## config.mk

```make
export PLATFORM = sky130hd
export DESIGN_NAME = ext_storage_spi_ctrl
export DESIGN_NICKNAME = d
export VERILOG_FILES = /design/src/rtl/ext_storage_spi_ctrl.sv
export SDC_FILE = /design/constraint.sdc
export NUM_CORES = 1
export LEC_CHECK = 0
export ABC_AREA = 0
export CAP_MARGIN = 20
export CORE_UTILIZATION = 48
export CTS_CLUSTER_DIAMETER = 30
export DETAILED_ROUTE_END_ITERATION = 8
export GPL_ROUTABILITY_DRIVEN = 0
export PLACE_DENSITY = 0.8
export SLEW_MARGIN = 30
export SYNTH_ARGS = -nofsm -noshare
export SYNTH_HDL_FRONTEND = slang
export SYNTH_SLANG_ARGS = --single-unit
export TNS_END_PERCENT = 30
```

## constraint.sdc

```tcl
create_clock -name clk -period 2.09 [get_ports clk]
set_input_delay 0.209 -clock clk [delete_from_list [all_inputs] [get_ports clk]]
set_output_delay 0.209 -clock clk [all_outputs]
set_load 0.005 [all_outputs]
```

## src/rtl/ext_storage_spi_ctrl.sv

```systemverilog
// ext_storage_spi_ctrl: SPI mode-0 flash word reader issuing READ (0x03), a 24-bit address,
// then clocking in a 32-bit word that is assembled little-endian.
module ext_storage_spi_ctrl #(
    parameter int CLK_DIV = 2
) (
    input  logic        clk,
    input  logic        rst,
    input  logic        req_i,
    input  logic [23:0] addr_i,
    output logic        ready_o,
    output logic        rvalid_o,
    output logic [31:0] rdata_o,
    output logic        external_storage_spi_cs_n,
    output logic        external_storage_spi_sck,
    output logic        external_storage_spi_mosi,
    input  logic        external_storage_spi_miso
);
    typedef enum logic [2:0] {IDLE, CMD, ADDR, DATA, DONE} state_t;
    localparam logic [7:0] HC_MAX = 8'(CLK_DIV - 1);
    state_t      state, state_nx;
    logic [7:0]  hc;
    logic [5:0]  bit_cnt;
    logic [31:0] tx, rx;
    logic        sck, busy, half_end, bit_end;
    always_ff @(posedge clk) begin
        state <= !rst ? IDLE : state_nx;
    end
    always_comb begin
        state_nx = (state == IDLE && req_i)                       ? CMD  :
                   (state == CMD  && bit_end && bit_cnt == 6'd7)  ? ADDR :
                   (state == ADDR && bit_end && bit_cnt == 6'd31) ? DATA :
                   (state == DATA && bit_end && bit_cnt == 6'd63) ? DONE :
                   (state == DONE)                                ? IDLE : state;
    end
    always_comb begin
        busy                      = state inside {CMD, ADDR, DATA};
        half_end                  = busy && hc == HC_MAX;
        bit_end                   = half_end && sck;
        ready_o                   = state == IDLE;
        rvalid_o                  = state == DONE;
        external_storage_spi_cs_n = !busy;
        external_storage_spi_sck  = sck;
        external_storage_spi_mosi = tx[31];
    end
    // tx holds opcode+address and drains to zero, so MOSI is 0 through DATA and when idle
    always_ff @(posedge clk) begin
        if (!rst) begin
            hc      <= '0;
            bit_cnt <= '0;
            sck     <= 1'b0;
            tx      <= '0;
            rx      <= '0;
            rdata_o <= '0;
        end else if (state == IDLE && req_i) begin
            hc      <= '0;
            bit_cnt <= '0;
            sck     <= 1'b0;
            tx      <= {8'h03, addr_i};
        end else if (busy) begin
            hc <= half_end ? 8'd0 : hc + 8'd1;
            if (half_end) sck <= !sck;
            if (half_end && !sck) rx <= {rx[30:0], external_storage_spi_miso};
            if (bit_end) begin
                tx      <= {tx[30:0], 1'b0};
                bit_cnt <= bit_cnt + 6'd1;
            end
            if (bit_end && state == DATA && bit_cnt == 6'd63)
                rdata_o <= {rx[7:0], rx[15:8], rx[23:16], rx[31:24]};
        end
    end
endmodule

```

==> reports/metrics.cfg <==
[synth]
synth_seq_cells=114
synth_area_leaders=dfxtp_1, nand2_1, a21oi_1, o21ai_0, nand3_1
yosysSeqAreaShare=0.502
synthTopCellsByCount=nand2_1, dfxtp_1, a21oi_1, o21ai_0
async_flop_share=0
yosysUniqueCellTypes=40
synth_top_cell_area_share=0.502
synth_cells=567
yosysMostFrequentCell=nand2_1
synth_edf_count=0
yosysWarnings=0
avgSynthCellArea_um2=8.01
synthFlopType=dfxtp_1
synth_top_cell_by_area=dfxtp_1
syn-cell-area_um2=4540
syn_nets=598

[timing]
setup_ws_ns=0.0192
worst_pin_slew_ns=0.421
min_period_ns=2.07
rsz0062_at_grt=true
period_share=0.991
setup_viol=0
clock_skew_ns=0.00793
relSlewSlack=0.717
clock.fmax_mhz=483
hold_violations=0
finalSetupTns_ns=0
fin_hold_ws_ns=0.257
drv_slew=0

[pwr]
ir_worst_vdd_v=0.000684
p_seq_frac=0.426
power_density_nw_per_um2=867
power_frac_clock=0.515
p_sw_frac=0.233
p_comb_frac=0.059
p_int_w=0.00407
leakage_nw=2.05
p_switching_w=0.00123

[floorplanning]
io_pins=65
rows=35
die-area_um2=9860
coreArea_um2=9200
die_h_um=99.3
die_width_um=99.3
start_util=0.494

[routing]
ant_nets=0
drtIter0Drc=284
drtPass1Iterations=4
drt-vias-per-instance=5.73
wl_per_cell_um=14.6
drc=0
wirelength_um=11100
vias=4355

[setup_path]
cp_max_fo=8
required_ns=2.52
start_kind=register
crit_path_start=hc[1]
crit_path_max_incr_delay_ns=0.50
rr_startpoint=hc[1]
crit_top_cell=buf_6
crit_path_end_kind=register
critPathArrivalTime_ns=2.50
path_class=register to register
cp_slowest_cell=or4b_4
crit_chain=inv_2 -> ha_4 -> or4b_4 -> buf_6 -> nor4_4 -> buf_6 -> clkbuf_16 -> nand2_1 -> a31oi_1

[placed_design]
portBuffers=64
dp_hpwl_um=6580
placed_cell_area_um2=5360
place_ws_ns=0.0125

[clock_network]
clk_path_buf_depth=2
clkTransAtPathRegs_ns=0.06
root_buffer=clkbuf_8
cts_tree=done
cts_buffers=17
insertion_delay_ns=0.51
cts_max_level=4
clock_sinks=114

[grt]
grt.total_usage=0.224
grt_pass1_vias=3992
antenna_found_initial=0
grt_overflow=0
grt_pass1_wl_um=17700
grt_max_degree=51

[layout]
nets=667
antenna_cells=0
final_util=0.665
final_area_um2=6120
drive_above_1_share=0.133
syn_to_final_growth_pct=34.7

[min_path]
min_path_type=input port to register
hold_start=external_storage_spi_miso

[job]
cap_violations=0

[run_status]
status=finished, final reports clean

-- cells in the final DEF (no fill, tap or decap), drive strengths merged, types with 5 or more instances in the layout --
cell / count
nand2: 135
dfxtp: 114
a21oi: 81
clkdlybuf4s50: 64
o21ai: 60
nand3: 37
buf: 31
a31oi: 23
clkbuf: 20
nor2: 11
nand4: 8
inv: 7
clkinv: 6
or3: 5
xor2: 5
clkinvlp: 5
nor4: 5
-- sequential cells by signal, indices dropped and copies added (netlist names) --
name                      flops
external_storage_spi_sck      1
hc                            8
rdata_o                      32
rx                           32
bit_cnt                       6
tx                           32
state                         3
-- logic make-up (layout without fill, tap and decap cells) --
| kind of cell | Yosys count | after routing | share of synthesized area |
|---|---|---|---|
| flops | 114 | 114 | 0.502 |
| buf+inv | 53 | 135 | 0.0523 |
| compound gates | 172 | 172 | 0.202 |
| xor+xnor | 7 | 7 | 0.0135 |
| fa+ha+maj | 3 | 3 | 0.00827 |
| simple gates | 218 | 218 | 0.221 |
-- critical path, delay by kind of cell, from the launching register on --
kind / cells / cell delay (ns)
and+or+nand+nor: 3 / 0.77
AOI/OAI and AO/OA: 1 / 0.20
DFF: 1 / 0.32
buffers and inverters: 4 / 0.56
adders and majority gates: 1 / 0.12
-- what timing repair did --
action / 4_1_cts / 5_1_grt
setup endpoints to repair: 3 / 50
gates resized for setup: 6 / 14
cloned: 0 / 4
pin swaps: 1 / 4
hold buffers: 0 / 0
setup buffers: 0 / 4
-- routing by layer --
layer  up-vias  share of wire  global-route usage
met5         -              0                   0
met4         0          0.015               0.102
met3        15          0.056              0.0548
met2       145           0.51               0.382
met1      2083           0.42               0.268
li1       2112              -                   -
-- per-stage QoR --
stage | total power [W] | std cells
floorplan | 0.00247 | 567
global placement | 0.00257 | 720
detailed placement | 0.00258 | 720
CTS | 0.00533 | 752
global route | 0.00551 | 760
finish | 0.00531 | 760
-- worst paths after layout --
path	cells after the start	slack, ns	endpoint
setup / recovery	9	0.02	tx[6]
hold / removal	3	0.26	rx[0]
setup reg to reg	9	0.02	tx[6]
hold reg to reg	2	0.45	tx[30]
-- power groups by stage --
stage	Combinational [W]	Clock, W	Sequential [W]
detailed placement	0.000282	0	0.00230
finish	0.000312	0.00273	0.00226
CTS	0.000290	0.00278	0.00226
global route	0.000338	0.00290	0.00226
floorplan	0.000169	0	0.00230
global placement	0.000274	0	0.00230
-- final cells by class --
| type | count | area (um2) |
|---|---|---|
| fillers | 702 | 3080 |
| flip-flops and latches | 114 | 2290 |
| multi-input cells | 400 | 2060 |
| repair buffers | 98 | 1030 |
| clock buffers | 17 | 414 |
| clock inverters | 15 | 160 |
| well taps | 111 | 139 |
| inverters | 5 | 18.8 |
No activity file was read; power rests on OpenSTA's default activity.
